`config.mk`:
```
export PLATFORM = sky130hd
export DESIGN_NAME = acorn128_decrypt_verify
export DESIGN_NICKNAME = d
export VERILOG_FILES = /design/src/rtl/acorn128_pkg.sv /design/src/rtl/acorn128_step.sv /design/src/rtl/acorn128_decrypt_verify.sv
export SDC_FILE = /design/constraint.sdc
export NUM_CORES = 2
export LEC_CHECK = 0
export BUFFER_PORTS_ARGS = -buffer_cell sky130_fd_sc_hd__buf_2
export CAP_MARGIN = 30
export CORE_MARGIN = 5
export CORE_UTILIZATION = 44
export CTS_CLUSTER_SIZE = 40
export DETAILED_ROUTE_END_ITERATION = 16
export HOLD_SLACK_MARGIN = 0.15
export PLACE_DENSITY = 0.75
export SLEW_MARGIN = 20
export SYNTH_ARGS = -nofsm -noshare
export SYNTH_HDL_FRONTEND = slang
export SYNTH_HIERARCHICAL = 1
export SYNTH_SLANG_ARGS = --single-unit
```
`constraint.sdc`:
```
create_clock -name clk -period 4.4 [get_ports clk]
set_input_delay 0.22 -clock clk [delete_from_list [all_inputs] [get_ports clk]]
set_output_delay 0.22 -clock clk [all_outputs]
set_load 0.02 [all_outputs]
```
`src/rtl/acorn128_pkg.sv`:
```
// Shared types and constants for the bit-serial ACORN-128 datapath:
// phase encoding, step counts, state geometry and the boolean helpers.
package acorn128_pkg;

  localparam int STATE_W = 293;
  localparam int CNT_W   = 11;
  localparam int BLK_W   = 128;

  localparam int ACORN_INIT_STEPS  = 1792;
  localparam int ACORN_AD_STEPS    = 384;
  localparam int ACORN_MSG_STEPS   = 384;
  localparam int ACORN_FINAL_STEPS = 768;

  // Upper ends of the six LFSR segments that make up the 293-bit state
  localparam int SEG_B1 = 61;
  localparam int SEG_B2 = 107;
  localparam int SEG_B3 = 154;
  localparam int SEG_B4 = 193;
  localparam int SEG_B5 = 230;
  localparam int SEG_B6 = 289;

  localparam logic [CNT_W-1:0] CNT_BLK     = 11'd128;
  localparam logic [CNT_W-1:0] CNT_PAD_END = 11'd256;

  typedef enum logic [2:0] {
    PH_IDLE  = 3'd0,
    PH_INIT  = 3'd1,
    PH_AD    = 3'd2,
    PH_DEC   = 3'd3,
    PH_FINAL = 3'd4,
    PH_DONE  = 3'd5
  } phase_t;

  function automatic logic maj3(input logic x, input logic y, input logic z);
    return (x & y) ^ (x & z) ^ (y & z);
  endfunction

  function automatic logic ch3(input logic x, input logic y, input logic z);
    return (x & y) ^ (~x & z);
  endfunction

endpackage

```
`src/rtl/acorn128_step.sv`:
```
// One ACORN-128 state update: segment feedback, keystream bit, nonlinear
// feedback and a one-bit shift. Purely combinational.
module acorn128_step
  import acorn128_pkg::*;
(
  input  logic [STATE_W-1:0] state,
  input  logic               m,
  input  logic               ca,
  input  logic               cb,
  output logic               ks,
  output logic [STATE_W-1:0] state_next
);

  logic [STATE_W-1:0] s;
  logic               f;

  // Every segment update reads only pre-update bits, so ordering is free
  always_comb begin
    s         = state;
    s[SEG_B6] = state[SEG_B6] ^ state[235] ^ state[SEG_B5];
    s[SEG_B5] = state[SEG_B5] ^ state[196] ^ state[SEG_B4];
    s[SEG_B4] = state[SEG_B4] ^ state[160] ^ state[SEG_B3];
    s[SEG_B3] = state[SEG_B3] ^ state[111] ^ state[SEG_B2];
    s[SEG_B2] = state[SEG_B2] ^ state[66]  ^ state[SEG_B1];
    s[SEG_B1] = state[SEG_B1] ^ state[23]  ^ state[0];
  end

  assign ks = s[12] ^ s[154] ^ maj3(s[235], s[61], s[193]) ^ ch3(s[230], s[111], s[66]);
  assign f  = s[0] ^ ~s[107] ^ maj3(s[244], s[23], s[160]) ^ (ca & s[196]) ^ (cb & ks);

  assign state_next = {f ^ m, s[STATE_W-1:1]};

endmodule

```
`src/rtl/acorn128_decrypt_verify.sv`:
```
// Bit-serial ACORN-128 decryptor with tag recomputation and compare.
// Define ACORN_RELEASE_GATE_EN to hide plaintext until the tag verifies.
module acorn128_decrypt_verify
  import acorn128_pkg::*;
#(
  parameter int INIT_STEPS  = ACORN_INIT_STEPS,
  parameter int AD_STEPS    = ACORN_AD_STEPS,
  parameter int MSG_STEPS   = ACORN_MSG_STEPS,
  parameter int FINAL_STEPS = ACORN_FINAL_STEPS
) (
  input  logic         clk,
  input  logic         rst,
  input  logic         start_in,
  input  logic [127:0] key_in,
  input  logic [127:0] iv_in,
  input  logic [127:0] associated_data_in,
  input  logic [127:0] ciphertext_in,
  input  logic [127:0] tag_in,
  output logic [127:0] plaintext_out,
  output logic [127:0] tag_out,
  output logic         tag_ok_out,
  output logic         busy_out,
  output logic         done_out
);

  localparam logic [CNT_W-1:0] INIT_LAST  = CNT_W'(INIT_STEPS - 1);
  localparam logic [CNT_W-1:0] AD_LAST    = CNT_W'(AD_STEPS - 1);
  localparam logic [CNT_W-1:0] MSG_LAST   = CNT_W'(MSG_STEPS - 1);
  localparam logic [CNT_W-1:0] FINAL_LAST = CNT_W'(FINAL_STEPS - 1);
  localparam logic [CNT_W-1:0] TAG_FIRST  = CNT_W'(FINAL_STEPS - BLK_W);

  phase_t             phase;
  phase_t             nxt;
  logic [CNT_W-1:0]   cnt;
  logic [STATE_W-1:0] state;
  logic [STATE_W-1:0] state_next;
  logic [127:0]       key_q, iv_q, ad_q, ct_q, tag_in_q;
  logic [127:0]       pt_q, tag_q;
  logic               tag_ok_q, busy_q, done_q;
  logic               m, ca, cb, ks, p_bit, last;
  logic [6:0]         idx;

  assign idx = cnt[6:0];

  acorn128_step u_step (
    .state      (state),
    .m          (m),
    .ca         (ca),
    .cb         (cb),
    .ks         (ks),
    .state_next (state_next)
  );

  // Per-phase choice of the fed bit and the two control bits
  always_comb begin
    m     = 1'b0;
    ca    = 1'b1;
    cb    = 1'b1;
    last  = 1'b0;
    nxt   = phase;
    p_bit = ct_q[idx] ^ ks;
    case (phase)
      PH_INIT: begin
        last = (cnt == INIT_LAST);
        nxt  = PH_AD;
        if (cnt < CNT_BLK)          m = key_q[idx];
        else if (cnt < CNT_PAD_END) m = iv_q[idx];
        else if (cnt == CNT_PAD_END) m = ~key_q[0];
        else                        m = key_q[idx];
      end
      PH_AD: begin
        last = (cnt == AD_LAST);
        nxt  = PH_DEC;
        m    = (cnt < CNT_BLK) ? ad_q[idx] : (cnt == CNT_BLK);
        ca   = (cnt < CNT_PAD_END);
      end
      PH_DEC: begin
        last = (cnt == MSG_LAST);
        nxt  = PH_FINAL;
        m    = (cnt < CNT_BLK) ? p_bit : (cnt == CNT_BLK);
        ca   = (cnt < CNT_PAD_END);
        cb   = 1'b0;
      end
      PH_FINAL: begin
        last = (cnt == FINAL_LAST);
        nxt  = PH_DONE;
      end
      default: ;
    endcase
  end

  always_ff @(posedge clk or negedge rst) begin
    if (!rst) begin
      phase    <= PH_IDLE;
      cnt      <= '0;
      state    <= '0;
      key_q    <= '0;
      iv_q     <= '0;
      ad_q     <= '0;
      ct_q     <= '0;
      tag_in_q <= '0;
      pt_q     <= '0;
      tag_q    <= '0;
      tag_ok_q <= 1'b0;
      busy_q   <= 1'b0;
      done_q   <= 1'b0;
    end else begin
      case (phase)
        PH_IDLE, PH_DONE: begin
          // The full tag lands on the last FINAL edge; compare it one edge later
          if (phase == PH_DONE && !done_q) begin
            done_q   <= 1'b1;
            tag_ok_q <= (tag_q == tag_in_q);
          end
          if (start_in) begin
            key_q    <= key_in;
            iv_q     <= iv_in;
            ad_q     <= associated_data_in;
            ct_q     <= ciphertext_in;
            tag_in_q <= tag_in;
            state    <= '0;
            cnt      <= '0;
            pt_q     <= '0;
            tag_q    <= '0;
            tag_ok_q <= 1'b0;
            done_q   <= 1'b0;
            busy_q   <= 1'b1;
            phase    <= PH_INIT;
          end
        end
        PH_INIT, PH_AD, PH_DEC, PH_FINAL: begin
          state <= state_next;
          cnt   <= last ? '0 : cnt + 1'b1;
          if (phase == PH_DEC && cnt < CNT_BLK)
            pt_q[idx] <= p_bit;
          if (phase == PH_FINAL && cnt >= TAG_FIRST)
            tag_q[7'(cnt - TAG_FIRST)] <= ks;
          if (last) begin
            phase  <= nxt;
            busy_q <= (phase != PH_FINAL);
          end
        end
        default: phase <= PH_IDLE;
      endcase
    end
  end

`ifdef ACORN_RELEASE_GATE_EN
  assign plaintext_out = (done_q && tag_ok_q) ? pt_q : '0;
`else
  assign plaintext_out = pt_q;
`endif

  assign tag_out    = tag_q;
  assign tag_ok_out = tag_ok_q;
  assign busy_out   = busy_q;
  assign done_out   = done_q;

endmodule

```
=== After elaboration in Yosys (flattened, before gate mapping) ===
Cells that the tools add are included.

* Register bits: 1206
* Output and inout port bits: 259
* Logic and storage cells: 141

* Add/sub/neg operators: 2
* Order comparisons: 7
* Equality and inequality tests: 17
* Muxes and demuxes: 44
* Bitwise gates (word level): 39
* Reduce and logical (&&, ||, !) cells: 19

{| class="wikitable"
|+ Operators with widths
! cell !! number
|-
| $pmux W293 S2 || 1
|-
| $pmux W128 S2 || 2
|-
| $mux W128 || 3
|-
| $mux W293 || 1
|-
| $bwmux W128 || 2
|-
| $eq A128 B128 Y1 || 1
|-
| $bmux W1 S7 || 4
|-
| $xor A1 B1 Y1 || 26
|-
| $eq A11 B9 Y1 const B || 2
|-
| $mux W11 || 2
|-
| $pmux W11 S2 || 1
|-
| $mux W1 || 19
|-
| $lt A7 B8 Y1 const B || 2
|-
| $demux W1 S7 || 2
|-
| $ge A7 B1 Y1 const B || 2
|-
| $pmux W3 S4 || 1
|-
| $reduce_and A3 Y1 || 4
|-
| $add A11 B1 Y11 const B || 1
|-
| $eq A11 B10 Y1 const B || 1
|-
| $eq A11 B11 Y1 const B || 1
|-
| $eq A11 B8 Y1 const B || 1
|-
| $ge A11 B10 Y1 const B || 1
|-
| $lt A11 B8 Y1 const B || 1
|-
| $lt A11 B9 Y1 const B || 1
|-
| 20 further kinds || 46
|}

=== Logic depth before layout (Yosys ltp) ===
* Depth after elaboration: 12
* Depth in mapped cells: 22

=== Modules after synthesis ===
Netlist, hierarchy kept.

{| class="wikitable"
|+ Modules (own cells, without submodules)
! module !! instances !! cells each !! area each (µm²) !! seq. area each (µm²)
|-
| acorn128_decrypt_verify || 1 || 4720 || 52849.4 || 30178.9
|-
| acorn128_step || 1 || 311 || 2416.1 || 0.0
|}

=== Worst setup path before layout ===
Ideal clock, no wire load.

* Kind: flip-flop to flip-flop
* Start: register cnt[1]
* End: register state[292]
* Library setup time: 0.066 ns
* Arrival time: 3.453 ns
* Data required time: 4.334 ns
* Path slack: 0.882 ns
* Cell stages (with the launch flop): 21
* Path buffers: 6
* Path through: dfrtp_1 buf_6 buf_4 buf_6 buf_6 buf_6 buf_6 mux2_4 a221oi_1 o22ai_1 a221oi_1 o311ai_0 a22oi_1 o211ai_1 xor2_1 xnor2_1 xnor2_1 xnor2_1 xnor2_1 nand3_1 nand2_1

* Word-level cells in the longest chain between the ends: 8
* Elaborated cells on any way between the ends: 25
* Those cells by class: order compare: 2; eq/ne: 2; mux: 16; bitwise: 5

{| class="wikitable"
|+ RTL lines
! element !! RTL line !! source
|-
| start: declaration || acorn128_decrypt_verify.sv:34 || <nowiki>logic [CNT_W-1:0] cnt;</nowiki>
|-
| start signal: assignment || acorn128_decrypt_verify.sv:133 || <nowiki>cnt <= last ? '0 : cnt + 1'b1;</nowiki>
|-
| $bmux W1 S7 || acorn128_decrypt_verify.sv:66, acorn128_decrypt_verify.sv:69 ||
|-
| $mux W1 (implied by the code) || acorn128_decrypt_verify.sv:66, acorn128_decrypt_verify.sv:69 ||
|-
| $mux W1 || acorn128_decrypt_verify.sv:68 || <nowiki>else if (cnt == CNT_PAD_END) m = ~key_q[0];</nowiki>
|-
| $mux W1 || acorn128_decrypt_verify.sv:67 || <nowiki>else if (cnt < CNT_PAD_END) m = iv_q[idx];</nowiki>
|-
| $mux W1 || acorn128_decrypt_verify.sv:66 || <nowiki>if (cnt < CNT_BLK) m = key_q[idx];</nowiki>
|-
| $pmux W1 S3 * || acorn128_decrypt_verify.sv:62 || <nowiki>case (phase)</nowiki>
|-
| via m || acorn128_decrypt_verify.sv:40 || <nowiki>logic m, ca, cb, ks, p_bit, last;</nowiki>
|-
| $xor A1 B1 Y1 * || acorn128_step.sv:31 || <nowiki>assign state_next = {f ^ m, s[STATE_W-1:1]};</nowiki>
|-
| via state_next[292] || acorn128_decrypt_verify.sv:36 || <nowiki>logic [STATE_W-1:0] state_next;</nowiki>
|-
| $pmux W293 S2 * || acorn128_decrypt_verify.sv:108 || <nowiki>case (phase)</nowiki>
|-
| end signal: assignment || acorn128_decrypt_verify.sv:132 || <nowiki>state <= state_next;</nowiki>
|-
| end: declaration || acorn128_decrypt_verify.sv:35 || <nowiki>logic [STATE_W-1:0] state;</nowiki>
|}

The timed path passes the listed nets; every way through them passes the cells marked *. The select of a mux whose other input is x is not followed.
A chain may end at the register's enable or synchronous reset.

=== Final worst setup path ===
* Start: register cnt[2]
* End: register state[292]

Same word-level chain as after synthesis.

==> qor.yml <==
syn_to_final_growth_pct: 28.4
clock_skew_ns: 0.0340
seqPwrFrac_pct: 37.6
holdWs_ns: 0.211
cp_max_fo: 13
cts_setup_buffers: 0
hp-class: "in2reg"
clkTransAtPathRegs_ns: 0.07
synth_top_area_cell: "dfrtp_1"
dr.pass1.iters: 8
setup_violations: 0
drtAntennaViolNets: 0
nNetsFinal: 6875
grt_pass1_vias: 48500
drt-initial-drc-count: 6541
finish.utilization_pct: 56.7
gp_congestion: 1.00
cts-root-buf: "clkbuf_16"
dp.final_hpwl_mm: 158
hold_viol_final: 0
seq_area_frac_synth_pct: 54.6
cts.htree.levels: 4
ys_types: 87
p_clk_share_pct: 22.9
grt_overflow: 0
wl_mm: 236
critPathLaunchType: "flip-flop"
comb_power_share_pct: 39.6
grt_usage_pct: 34.5
die_x_um: 364
grt_pass1_wl_mm: 335
grt_max_degree: 260
post_drt_wl_per_cell_um: 29.5
core_area_mm2: 0.125
p_switching_uw: 19600
stdcell_count: 8018
num_io_pins: 902
worstPathCellList: "buf_4 > buf_4 > mux2i_1 > a22oi_1 > nand3_1 > nand3_1 > a211oi_2 > buf_4 > nand4_1 > a22oi_1 > o211ai_1 > xor2_1 > xnor2_1 > xnor2_1 > xnor2_1 > xnor2_1 > nand3_1 > nand2_1"
dpl.cell_count: 7103
crit_family: "XOR/XNOR gates"
rsz0062_at_grt: "no"
vias: 48200
max_stage_delay_ns: 0.65
tightest_slew_ns: 1.17
status: "finished clean"
maxSlewHeadroom_pct: 22.2
synth.top_cells.by_area: "dfrtp_1, mux2_2, nand2_1"
crit_buf_inv: 3
cts_tree: "done"
ir_drop_v: 0.000701
p_per_area_mw_per_mm2: 680
ys_ff_latch: 1206
synthCells: 5031
clock_path_buffers: 3
fmax_ghz: 0.236
finalMaxSlewViolations: 0
die-height_um: 364
switching_share_pct: 40.6
synth_area_per_cell_um2: 11.0
worst_path_most_repeated_cell: "xnor2_1"
synth_nets: 5676
crit_type: "reg2reg"
row_count: 130
tns_ns: 0
p_leak_uw: 0.0330
cap_violations: 0
required_ns: 5.11
cts_buffers: 130
synthFlopType: "dfrtp_1"
period_minus_slack_ns: 4.23
drive_gt1_share_pct: 32.2
critical_path_arrival_ns: 4.94
clk_latency_ns: 0.77
postPlaceCellArea_mm2: 0.0602
netlist.area_leader.share_pct: 54.6
final_cell_area_mm2: 0.0710
start_util_pct: 44.1
finalCritPeriodShare_pct: 96.1
yosysWarnings: 6
async_reset_ff_share_pct: 100
die_area_mm2: 0.133
p_int_uw: 28700
cts_sinks: 1206
via_per_inst: 6.01
cp-end-kind: "flip-flop"
io_buffers: 901
crit_slowest_cell: "mux2i_1"
drc_errors: 0
synth-edff-count: 0
antenna_found_initial: 61
synth_area_mm2: 0.0553
## stage by stage
step	power [uW]	worst slack [ns]
global placement	34900	0.167
floorplan	28100	0.882
detailed placement	35400	0.152
CTS	46800	0.108
global route	49800	0.00627
finish	48200	0.170
## registers in the layout (all words and copies together), names as in the netlist
| register | cells |
|---|---|
| ad_q | 128 |
| tag_in_q | 128 |
| phase | 3 |
| ct_q | 128 |
| key_q | 128 |
| tag_ok_out | 1 |
| plaintext_out | 128 |
| busy_out | 1 |
| tag_out | 128 |
| iv_q | 128 |
| cnt | 11 |
| state | 293 |
| done_out | 1 |
## cells in the mapped netlist (all sizes together) (4+ instances only)
| cell | count |
|---|---|
| dfrtp | 1206 |
| nor2b | 12 |
| nand2b | 16 |
| a31oi | 9 |
| nand4 | 27 |
| mux2 | 675 |
| o31ai | 10 |
| a22o | 12 |
| a22oi | 36 |
| a2111oi | 8 |
| nor3 | 11 |
| clkbuf | 280 |
| a21oi | 178 |
| nor2 | 56 |
| buf | 377 |
| o22ai | 14 |
| mux4 | 19 |
| o211ai | 6 |
| and2 | 4 |
| a211oi | 18 |
| a221o | 11 |
| and3 | 5 |
| inv | 20 |
| xor2 | 62 |
| nand2 | 772 |
| o21ai | 574 |
| nor3b | 6 |
| a222oi | 5 |
| nand3 | 307 |
| xnor2 | 75 |
| mux2i | 82 |
| o2bb2ai | 12 |
| nor4 | 23 |
| a221oi | 41 |
## power by group through the flow
stage	combinational, uW	sequential [uW]	clock, uW
after global routing	20000	18200	11600
after detailed placement	17500	17900	0
after floorplan	11500	16700	0
after global placement	17100	17800	0
after CTS	18100	17700	11000
final	19100	18100	11000
## final timing paths
| kind | startpoint | end | slack [ns] | depth (start not counted) |
|---|---|---|---|---|
| worst max-delay path | cnt[2] | state[292] | 0.17 | 18 |
| worst min-delay path | tag_in[50] | tag_in_q[50] | 0.21 | 3 |
| worst max register to register | cnt[2] | state[292] | 0.17 | 18 |
| worst min register to register | state[94] | state[94] | 0.46 | 2 |
| max in group asynchronous | rst | key_q[94] | 2.55 | 4 |
| min in group asynchronous | rst | state[219] | 0.67 | 3 |
## final cells by class
cell class / instances / area, um2
inverters: 22 / 82.6
well taps: 1650 / 2060
repair buffers: 1724 / 12900
flip-flops and latches: 1206 / 30200
diodes: 40 / 100
fillers: 9909 / 54300
multi-input cells: 3146 / 21400
clock buffers: 190 / 3840
clock inverters: 40 / 373
## cells in the final DEF, fill, tap and decap left out, types with 41 or more instances in the layout
master / count
a221oi_1: 41
nor2_1: 45
dlygate4sd3_1: 643
dfrtp_1: 1201
nand2_1: 768
buf_2: 902
o21ai_0: 551
mux2_2: 674
nand3_1: 307
mux2i_1: 80
a21oi_1: 178
clkbuf_16: 135
xor2_1: 62
buf_4: 133
buf_12: 44
xnor2_1: 74
## layer usage
layer	up-vias	global-route usage, %	share of wire [%]
met1	23700	39.9	35
met3	1169	12.2	12
met2	3523	52.2	43
met4	38	27.3	10
li1	19800	-	-
met5	-	0.508	0.10
## cell families after synthesis
family,after synthesis,share of synthesized area (%)
xor gates and xnor gates,141,2.35
adders and majority gates,4,0.0838
buffers and inverters,679,6.96
DFF,1206,54.6
AOI/OAI and AO/OA,968,10.1
muxes,776,16.0
and+or+nand+nor,1257,9.87
## repair_timing
item | CTS | global route
hold buffers | 644 | 0
endpoints found under the setup margin | 0 | 1
gates resized for setup | 0 | 4
hold endpoints to repair | 979 | 0
## worst min-delay path, stage by stage
cell and delay, ns:
dlygate4sd3_1 0.51, buf_2 0.09, mux2_2 0.13
Power figures use the tool's default switching activity.
